## config.mk

```make
export PLATFORM = sky130hd
export DESIGN_NAME = dmem_arbiter
export DESIGN_NICKNAME = d
export VERILOG_FILES = /design/src/rtl/dmem_arbiter.sv
export SDC_FILE = /design/constraint.sdc
export NUM_CORES = 1
export LEC_CHECK = 0
export CAP_MARGIN = 5
export CORE_AREA = 2 2 116 118
export DETAILED_ROUTE_END_ITERATION = 8
export DIE_AREA = 0 0 118 120
export PLACE_DENSITY = 0.76
export SYNTH_ARGS = -nofsm -noshare
export SYNTH_HDL_FRONTEND = slang
export SYNTH_SLANG_ARGS = --single-unit
```

## constraint.sdc

```tcl
create_clock -name clk -period 1.4 [get_ports clk]
set_input_delay 0.14 -clock clk [delete_from_list [all_inputs] [get_ports clk]]
set_output_delay 0.14 -clock clk [all_outputs]
set_load 0.03 [all_outputs]
```

## src/rtl/dmem_arbiter.sv

```systemverilog
// Round-robin two-port arbiter/sequencer in front of a single-port data memory; read data returns one cycle after grant.
// Same-cycle req/ready grant with no response backpressure; optional DMEM_ARB_LOCK_EN adds bounded per-port locks.
module dmem_arbiter #(
  parameter int DATA_W   = 32,
  parameter int ADDR_W   = 32,
  parameter int DEPTH    = 64,
  parameter int LOCK_MAX = 8
) (
  input  logic              clk,
  input  logic              reset,
  input  logic              a_req,
  input  logic              a_we,
  input  logic [ADDR_W-1:0] a_addr,
  input  logic [DATA_W-1:0] a_wdata,
  output logic              a_ready,
  output logic              a_rvalid,
  output logic [DATA_W-1:0] a_rdata,
  output logic              a_err,
  input  logic              b_req,
  input  logic              b_we,
  input  logic [ADDR_W-1:0] b_addr,
  input  logic [DATA_W-1:0] b_wdata,
  output logic              b_ready,
  output logic              b_rvalid,
  output logic [DATA_W-1:0] b_rdata,
  output logic              b_err,
`ifdef DMEM_ARB_LOCK_EN
  input  logic              a_lock,
  input  logic              b_lock,
`endif
  output logic              mem_we,
  output logic              mem_re,
  output logic [ADDR_W-1:0] mem_addr,
  output logic [DATA_W-1:0] mem_wdata,
  input  logic [DATA_W-1:0] mem_rdata
);

  typedef enum logic [2:0] {
    IDLE, GNT_A, GNT_B
`ifdef DMEM_ARB_LOCK_EN
    , LOCK_A, LOCK_B
`endif
  } state_t;

  state_t state;
  logic   last_a, rr_a, rr_b, gnt_a, gnt_b;
  logic   a_oor, b_oor, sel_oor, sel_we;
  logic   a_rvalid_q, a_err_q, b_rvalid_q, b_err_q;

  if (LOCK_MAX < 1) begin : g_lock_max_check
    $error("LOCK_MAX must be at least 1");
  end

  assign a_oor = (a_addr >= ADDR_W'(DEPTH));
  assign b_oor = (b_addr >= ADDR_W'(DEPTH));

`ifdef DMEM_ARB_LOCK_EN
  localparam int CNT_W = $clog2(LOCK_MAX + 1);
  logic [CNT_W-1:0] lock_cnt;
  logic             lock_hold;
  assign last_a    = (state == GNT_A) || (state == LOCK_A);
  assign lock_hold = (state == LOCK_A) ? a_lock : b_lock;
`else
  assign last_a = (state == GNT_A);
`endif

  // IDLE counts as "B went last" so A wins the first tie after reset
  assign rr_a = a_req && (!b_req || !last_a);
  assign rr_b = b_req && (!a_req || last_a);

  always_comb begin
    gnt_a = rr_a;
    gnt_b = rr_b;
`ifdef DMEM_ARB_LOCK_EN
    if (state == LOCK_A) begin
      gnt_a = a_req;
      gnt_b = 1'b0;
    end else if (state == LOCK_B) begin
      gnt_a = 1'b0;
      gnt_b = b_req;
    end
`endif
    if (reset) begin
      gnt_a = 1'b0;
      gnt_b = 1'b0;
    end
  end

  assign a_ready   = gnt_a;
  assign b_ready   = gnt_b;
  assign sel_we    = gnt_a ? a_we  : b_we;
  assign sel_oor   = gnt_a ? a_oor : b_oor;
  assign mem_addr  = gnt_a ? a_addr  : (gnt_b ? b_addr  : '0);
  assign mem_wdata = gnt_a ? a_wdata : (gnt_b ? b_wdata : '0);
  assign mem_we    = (gnt_a || gnt_b) && !sel_oor && sel_we;
  assign mem_re    = (gnt_a || gnt_b) && !sel_oor && !sel_we;

  // A response still in flight when reset rises is suppressed immediately
  assign a_rvalid = a_rvalid_q && !reset;
  assign a_err    = a_err_q && !reset;
  assign b_rvalid = b_rvalid_q && !reset;
  assign b_err    = b_err_q && !reset;

  always_ff @(posedge clk) begin
    if (reset) begin
      state      <= IDLE;
      a_rvalid_q <= 1'b0;
      a_err_q    <= 1'b0;
      a_rdata    <= '0;
      b_rvalid_q <= 1'b0;
      b_err_q    <= 1'b0;
      b_rdata    <= '0;
`ifdef DMEM_ARB_LOCK_EN
      lock_cnt   <= '0;
`endif
    end else begin
      a_rvalid_q <= gnt_a;
      a_err_q    <= gnt_a && a_oor;
      if (gnt_a && a_oor)      a_rdata <= '0;
      else if (gnt_a && !a_we) a_rdata <= mem_rdata;
      b_rvalid_q <= gnt_b;
      b_err_q    <= gnt_b && b_oor;
      if (gnt_b && b_oor)      b_rdata <= '0;
      else if (gnt_b && !b_we) b_rdata <= mem_rdata;
`ifdef DMEM_ARB_LOCK_EN
      // Leaving a lock lands in GNT_x so round-robin hands the next tie to the other port
      if (state == LOCK_A || state == LOCK_B) begin
        if (lock_hold && lock_cnt != CNT_W'(LOCK_MAX - 1)) begin
          lock_cnt <= lock_cnt + 1'b1;
        end else begin
          lock_cnt <= '0;
          state    <= (state == LOCK_A) ? GNT_A : GNT_B;
        end
      end else if (gnt_a) begin
        state <= a_lock ? LOCK_A : GNT_A;
      end else if (gnt_b) begin
        state <= b_lock ? LOCK_B : GNT_B;
      end
`else
      if (gnt_a)      state <= GNT_A;
      else if (gnt_b) state <= GNT_B;
`endif
    end
  end

endmodule

```

---- Yosys cells after proc, flatten, opt, wreduce, memory -nomap -nowiden ----
Index checks and enable logic that the tools add are counted.
storage, ports and cells
  word-level logic and storage cells ...... 49
  output and inout bits ................... 136
  bits in registers ....................... 70
cells by class
  magnitude comparators ................... 2
  muxes and demuxes ....................... 10
  equal/unequal tests ..................... 1
  reduce and logical (&&, ||, !) cells .... 28
operators with widths
  cell                                                                number
  2-to-1 mux 32 bit                                                   4
  greater-or-equal comparator 32 x 7 -> 1 bit, second input constant  2
  logical AND 1 bit                                                   13
  zero test 1 bit                                                     8
  2-to-1 mux 1 bit                                                    6
  OR reduction 2 bit                                                  3
  logical OR 1 bit                                                    3
  == test 2 x 1 -> 1 bit, second input constant                       1
  nonzero test 2 bit                                                  1

---- Logic depth before layout (Yosys ltp) ----
Gate-level depths: netlist of the first run.
  depth in word-level cells ............... 9
  gate-level depth with buffers ........... 7
  depth with buffers taken out ............ 5

---- Worst setup path after synthesis of the first run ----
Ideal clock, no wire load.
  path type ............................... reg2out
  start ................................... register state[1]
  end ..................................... output port mem_wdata[17]
  buffers on the path ..................... 1
  path slack .............................. -0.234 ns
  arrival time ............................ 1.494 ns
  data required time ...................... 1.260 ns
  cell stages (with the launch flop) ...... 6
  cells stage by stage .................... dfxtp_1 nand2b_4 a211o_4 clkinv_2 buf_2 a22o_1
on the way
  longest elaborated chain between the ends .. 6
  elaborated cells on any way between the ends .. 10
  classes of those cells .................. eq/ne: 1; mux: 4; reduce/logical: 5
ends and longest elaborated chain
  element                         RTL line  text
  start, declared                 45        state_t state;
  start signal, assigned          106       state <= IDLE;
  start signal, assigned          140       if (gnt_a) state <= GNT_A;
  start signal, assigned          141       else if (gnt_b) state <= GNT_B;
  == test 2 x 1 -> 1 bit          64        assign last_a = (state == GNT_A);
  logical OR 1 bit                69        assign rr_b = b_req && (!a_req || last_a);
  logical AND 1 bit               69
  2-to-1 mux 1 bit                83        if (reset) begin
  via b_ready                     23        output logic b_ready,
  2-to-1 mux 32 bit (2 in a row)  94        assign mem_wdata = gnt_a ? a_wdata : (gnt_b ? b_wdata : '0);
  end, declared                   34        output logic [DATA_W-1:0] mem_wdata,
The timed path passes the listed nets, and every way through them passes these cells.

---- Worst setup path after layout of the first run ----
  start ................................... register state[1]
  end ..................................... register b_rdata[29]
on the way
  longest elaborated chain between the ends .. 6
  elaborated cells on any way between the ends .. 7
  classes of those cells .................. eq/ne: 1; mux: 1; reduce/logical: 5
ends and longest elaborated chain
  element                              RTL line  text
  == test 2 x 1 -> 1 bit (*)           64
  logical OR 1 bit (*)                 69
  logical AND 1 bit (*)                69
  2-to-1 mux 1 bit (*)                 83
  logical AND 1 bit                    123       if (gnt_b && b_oor) b_rdata <= '0;
  OR reduction 2 bit (no source line)  n/a
  end signal, assigned                 124       else if (gnt_b && !b_we) b_rdata <= mem_rdata;
  end, declared                        25        output logic [DATA_W-1:0] b_rdata,
Mark *: on every way between the ends. The rest lies on a longest branch, timed or not.
A chain may end at the register's enable or synchronous reset.

==> results.yml, run 1 <==
run_status:
  run_status: "finished, violations left"
  failed_checks: "negative setup slack"
final_layout:
  drive_gt1_share_pct: 46.4
  synthToLayoutAreaGrowth_pct: 147
  final_cell_area_sq_um: 9700
  fill_cells: 864
  utilization_pct: 74.7
  final_cells: 956
  diodes: 0
  fin_nets: 941
placed_design:
  placed_area_sq_um: 8370
  globalplace.congestion: 0.926
  dp_slack_ns: -0.679
  hpwl_um: 14000
  portBuffers: 301
  dp_cells: 899
floorplan:
  io_pins: 302
  die-area_sq_um: 14200
  start_util_pct: 30.3
  core_area_sq_um: 13000
  num_rows: 42
  chipHeight_um: 120
  die-width_um: 118
global_route:
  grt_util_all_layers_pct: 26.7
  gr-total-overflow: 0
  use_met1_pct: 28.9
  met3_usage_pct: 6.42
  grt_max_degree: 32
  antenna_found_initial: 1
  busiest_layer: "met2"
  grt_pass1_vias: 5179
  use_met2_pct: 50.6
  grt_pass1_wl_um: 29400
timing:
  timing.final.ws_setup_ns: -0.475
  slew_headroom_pct: 66.2
  final_hold_viol_count: 0
  setup_viol: 132
  timing.fmax_mhz: 533
  rsz0062_at_grt: "true"
  finalCritPeriodShare_pct: 134
  holdWs_ns: 0.139
  slew_viol_final: 0
  worstMarginPinSlew_ns: 0.508
  tns_ns: -55.28
  min_period_ns: 1.88
  fin_worst_skew_ns: 0.00987
logic_synthesis:
  synth_nets: 545
  avgSynthCellArea_sq_um: 10.4
  synth_xor_area_share_pct: 0
  synth_compound_area_share_pct: 42.4
  seq_area_frac_synth_pct: 35.7
  yosysWarningCount: 0
  syn_inst: 379
  yosys-top-cells-area: "dfxtp_1, o32ai_2, a22o_1, inv_1, nand2_1"
  synth_top_area_share_pct: 35.7
  synth_top_family_by_area: "compound AO/OA/AOI/OAI gates"
  ys_types: 29
  ys_ff_latch: 70
  syn_area_sq_um: 3930
  muxShareOfSynthArea_pct: 0
  synthSimpleGateAreaFrac_pct: 9.27
  synthAdderAreaFrac_pct: 0
  yosysTopAreaCell: "dfxtp_1"
drt:
  drt_first_pass_iters: 4
  drt-wirelength-per-cell_um: 21.8
  first_iter_violations: 311
  avgViaCountPerCell: 5.04
  num_vias: 4822
  ant_nets: 0
  totalWireLength_um: 20900
  drc: 0
worst_setup_path:
  worstPathRequired_ns: 1.59
  cp-end-kind: "register"
  arrival_ns: 2.07
  crit_path_max_incr_delay_ns: 0.36
  crit_chain: "nand2b_4 -> a211o_4 -> buf_4 -> buf_6 -> a31oi_4 -> buf_6 -> buf_4 -> buf_12 -> o32ai_2"
  cp_slowest_cell: "a211o_4"
  crit_path_start_kind: "register"
  path_max_fanout: 7
  critical_path_class: "reg2reg"
cts:
  clkTransAtPathRegs_ns: 0.06
  cts_hold_buf: 0
  cts.sinks: 70
  cts-root-buf: "clkbuf_16"
  cts_tree: "yes"
  clk_latency_ns: 0.33
  cts_buffers: 9
  htreeDepth: 3
  clockBufferDepth: 2
flow_run:
  maxCapViolCount: 0
pwr:
  p_total_mw: 6.82
  vdd_drop_max_mv: 0.596
  p_leak_nw: 4.33
  cellPowerDensity_nw_per_um2: 703
min_path:
  worstHoldPathType: "in2reg"
flip-flops by register name, summed over array words and instances, names as in the netlist:
| register | flops |
|---|---|
| b_rvalid_q | 1 |
| b_rdata | 32 |
| state | 2 |
| a_rvalid_q | 1 |
| b_err_q | 1 |
| a_rdata | 32 |
| a_err_q | 1 |
layout make-up:
class                   count  area [sq um]  area share, %
clock buffers              10           229           2.36
clock inverters             6          93.8          0.968
inverters                  70           288           2.97
multi-input cells         202          2780           28.6
flip-flops and latches     70          1400           14.5
well taps                 176           220           2.27
repair buffers            421          4680           48.2
repair inverters            1          8.76         0.0903
kinds of logic (layout without fill, tap and decap cells):
| kind of cell | Yosys count | count (layout) |
|---|---|---|
| compound gates | 135 | 135 |
| buf+inv | 107 | 508 |
| flops | 70 | 70 |
| simple gates | 67 | 67 |
path summary, 6_finish.rpt:
check | end | from | slack [ns] | cells past startpoint
worst max-delay path | b_rdata[29] | state[1] | -0.48 | 9
worst min-delay path | state[0] | reset | 0.14 | 3
worst max register to register | b_rdata[29] | state[1] | -0.48 | 9
worst min register to register | b_rdata[0] | b_rdata[0] | 0.48 | 2
placed cells by master (no fill, tap or decap), types with 2 or more instances in the layout:
cell type	count
and2_4	2
inv_6	3
nor2b_1	4
buf_4	73
nand4b_4	2
bufinv_16	2
buf_8	4
a22o_4	62
clkbuf_16	16
o32ai_2	54
o32ai_1	2
inv_1	68
dlygate4sd2_1	103
clkdlybuf4s50_1	125
buf_16	10
o32ai_4	8
nor4_1	4
nor4_2	8
nand2_1	34
a31oi_4	2
dfxtp_1	68
buf_12	40
and4_4	2
buf_6	59
a22o_2	2
clkinv_8	2
dfxtp_2	2
nor2_1	4
worst max-delay path: cells and delay by family, from the launching register on:
family                 cells  cell delay [ns]
flip-flops                 1             0.32
buffers and inverters      5             0.65
AND/OR/NAND/NOR            1             0.14
AO/OA/AOI/OAI              3             0.65
Yosys cell counts (all sizes together):
master,n
nor4,12
and3,2
o211a,1
a22o,64
a31oi,2
and4,2
nand2b,2
nor2,4
a32o,1
nand4b,2
inv,69
nor2b,5
clkbuf,9
o32ai,64
dfxtp,70
a21o,1
a21oi,1
a211o,1
clkinv,1
buf,28
and2,3
nand2,35
per-layer routing:
layer  up-vias  part of all wire [%]
met2       223                    55
met1      2341                    36
li1       2217                     -
met5         -                 0.062
met3        39                   6.1
met4         2                   3.0
repair_timing:
item	4_1_cts	5_1_grt
pin swaps	21	5
setup buffers	19	11
gates cloned	10	8
endpoints found under the setup margin	197	132
resized for setup	191	33
power by group:
part / switching (mW) / internal, mW / leakage [nW]
combinational: 1.02 / 1.30 / 3.61
sequential: 0.00560 / 2.00 / 0.565
clock: 0.911 / 1.58 / 0.154
Power figures use the tool's default switching activity.
==> run 2: changes to the inputs <==
--- a/config.mk
+++ b/config.mk
@@ -5,11 +5,10 @@
 export SDC_FILE = /design/constraint.sdc
 export NUM_CORES = 1
 export LEC_CHECK = 0
-export CAP_MARGIN = 5
 export CORE_AREA = 2 2 116 118
 export DETAILED_ROUTE_END_ITERATION = 8
 export DIE_AREA = 0 0 118 120
-export PLACE_DENSITY = 0.76
+export PLACE_DENSITY_LB_ADDON = 0.3
 export SYNTH_ARGS = -nofsm -noshare
 export SYNTH_HDL_FRONTEND = slang
 export SYNTH_SLANG_ARGS = --single-unit
==> run 2 against run 1 <==
The flow still finishes with violations (negative setup slack). Maximum frequency fell by 2.1%. Combinational power barely moved. Clock power fell by 8.4%. Non-clock buffer count rose by 10. Count of clock-buffer cells in the layout did not move. Clock skew fell by 0.0065 ns. Final cell count rose by 0.94%. Flip-flop and latch count did not move. Largest cell class unchanged.
==> results.yml, run 2 (synthesized netlist as in run 1, its figures left out) <==
cts:
  cts_tree: "yes"
  cts.sinks: 70
  cts_hold_buf: 0
  clkTransAtPathRegs_ns: 0.06
  cts-root-buf: "clkbuf_16"
  cts_buffers: 9
  clk_latency_ns: 0.33
  clockBufferDepth: 2
  htreeDepth: 3
drt:
  drt-wirelength-per-cell_um: 22.2
  ant_nets: 0
  first_iter_violations: 290
  avgViaCountPerCell: 5.07
  drt_first_pass_iters: 4
  totalWireLength_um: 21500
  num_vias: 4895
  drc: 0
worst_setup_path:
  cp-end-kind: "output pin"
  rr_worst_depth: 8
  worstPathRequired_ns: 1.26
  arrival_ns: 1.78
  crit_path_start_kind: "register"
  r2r-end: "b_rdata[5]"
  r2r_setup_slack_ns: -0.40
  crit_path_max_incr_delay_ns: 0.35
  cp_slowest_cell: "a211o_4"
  critical_path_class: "reg2out"
  crit_chain: "nand2b_4 -> a211o_4 -> clkinv_8 -> buf_8 -> buf_16 -> a22o_4 -> buf_6"
  path_max_fanout: 7
  r2r-start: "state[1]"
pwr:
  p_clk_share_pct: 34.5
  p_leak_nw: 4.39
  vdd_drop_max_mv: 0.576
  seqPwrFrac_pct: 30.4
  intPower_mw: 4.69
  combinationalPowerShare_pct: 35.1
  p_total_mw: 6.60
  sw_frac_of_total_pct: 28.9
  cellPowerDensity_nw_per_um2: 674
  p_sw_mw: 1.91
timing:
  slew_headroom_pct: 66.1
  rsz0062_at_grt: "true"
  fin_worst_skew_ns: 0.00341
  finalCritPeriodShare_pct: 137
  slew_viol_final: 0
  final_hold_viol_count: 0
  worstMarginPinSlew_ns: 0.509
  timing.fmax_mhz: 522
  timing.final.ws_setup_ns: -0.516
  min_period_ns: 1.92
  setup_viol: 132
placed_design:
  portBuffers: 301
  hpwl_um: 15400
  dp_slack_ns: -0.603
  globalplace.congestion: 1.02
final_layout:
  layout_commonest_cell: "clkdlybuf4s50_1"
  diodes: 0
  synthToLayoutAreaGrowth_pct: 149
  reg_top3: "a_rdata x32, b_rdata x32, state x2"
  final_cell_mix: "clkdlybuf4s50_1, dlygate4sd2_1, buf_4"
  drive_gt1_share_pct: 47.1
  fin_nets: 950
  utilization_pct: 75.4
flow_run:
  maxCapViolCount: 0
min_path:
  worstHoldPathCells: 3
  min_to: "state[0]"
  worstHoldPathType: "in2reg"
  hp-start: "reset"
global_route:
  gr-total-overflow: 0
  grt_util_all_layers_pct: 29.1
  grt_pass1_vias: 5305
  grt_pass1_wl_um: 31500
  antenna_found_initial: 0
  grt_max_degree: 31
floorplan:
  die-width_um: 118
  core_area_sq_um: 13000
  chipHeight_um: 120
  io_pins: 302
  num_rows: 42
  start_util_pct: 30.3
  die-area_sq_um: 14200
run_status:
  failed_checks: "negative setup slack"
  run_status: "finished, violations left"
[run 2: cell types whose count changed in the layout (fill, tap and decap cells not counted), sizes merged, moves of 2 or more]
cell,delta
buf,+12
dlygate4sd2,-4
clkbuf,-3
clkdlybuf4s50,+3
clkinvlp,+2
[run 2: worst max-delay path by stage]
stage / startpoint / to / slack (ns) / cells after the start
2_1_floorplan: state[1] / mem_addr[10] / -0.06 / 6
3_5_place_dp: b_addr[15] / b_rdata[19] / -0.60 / 8
6_report: state[1] / mem_addr[4] / -0.52 / 7
3_3_place_gp: b_addr[17] / b_rdata[23] / -0.65 / 7
5_1_grt: state[1] / mem_wdata[30] / -0.55 / 7
4_1_cts: state[1] / mem_wdata[25] / -0.52 / 7
[run 2: timing repair]
| item | in CTS | in global routing |
|---|---|---|
| endpoints found under the setup margin | 196 | 133 |
| pin swaps | 37 | 9 |
| setup buffers | 25 | 5 |
| hold endpoints to repair | 0 | 0 |
| gates cloned | 13 | 5 |
| gates resized for setup | 210 | 16 |
[run 2: worst max-delay path, delay by kind of cell (launching register included)]
family	cells	cell delay, ns
and+or+nand+nor	1	0.13
AOI/OAI and AO/OA	2	0.51
DFF	1	0.32
buffers and inverters	4	0.47
[run 2: final cells by class]
class,instances,area (sq um)
Fill cell,867,3200
Sequential cell,70,1400
Tap cell,176,220
Clock inverter,6,70.1
Inverter,70,283
Multi-Input combinational cell,202,2740
Clock buffer,10,229
Timing Repair Buffer,431,4840
[run 2: power by group through the flow]
| stage | sequential (mW) | combinational (mW) | clock, mW |
|---|---|---|---|
| after detailed placement | 2.05 | 2.01 | 0 |
| final | 2.01 | 2.31 | 2.28 |
| after global routing | 2.01 | 2.39 | 2.40 |
| after floorplan | 2.05 | 0.861 | 0 |
| after global placement | 2.05 | 1.99 | 0 |
| after CTS | 2.01 | 2.29 | 2.29 |
[run 2: per-stage QoR]
step / hold slack [ns] / std cells / setup TNS [ns] / instance area (sq um)
after floorplan: 0.278 / 379 / -2.50 / 4550
after global placement: 0.471 / 908 / -65.99 / 8460
after detailed placement: 0.476 / 908 / -64.96 / 8460
after CTS: 0.297 / 960 / -53.11 / 9640
after global routing: 0.322 / 965 / -58.02 / 9780
final: 0.318 / 965 / -50.79 / 9780
[run 2: metal layers]
metal / up-vias / part of all wire (%) / track usage, %
met3: 24 / 5.4 / 6.04
met2: 203 / 54 / 55.9
met5: - / 0 / 0
met4: 0 / 2.3 / 8.28
met1: 2428 / 38 / 32.1
li1: 2240 / - / -
==> run 3: changes to the inputs <==
--- a/config.mk
+++ b/config.mk
@@ -5,6 +5,7 @@
 export SDC_FILE = /design/constraint.sdc
 export NUM_CORES = 1
 export LEC_CHECK = 0
+export CAP_MARGIN = 20
 export CORE_AREA = 2 2 116 118
 export DETAILED_ROUTE_END_ITERATION = 8
 export DIE_AREA = 0 0 118 120
==> results of run 3 <==
Final layout, timing and power as in run 2 (identical DEF).
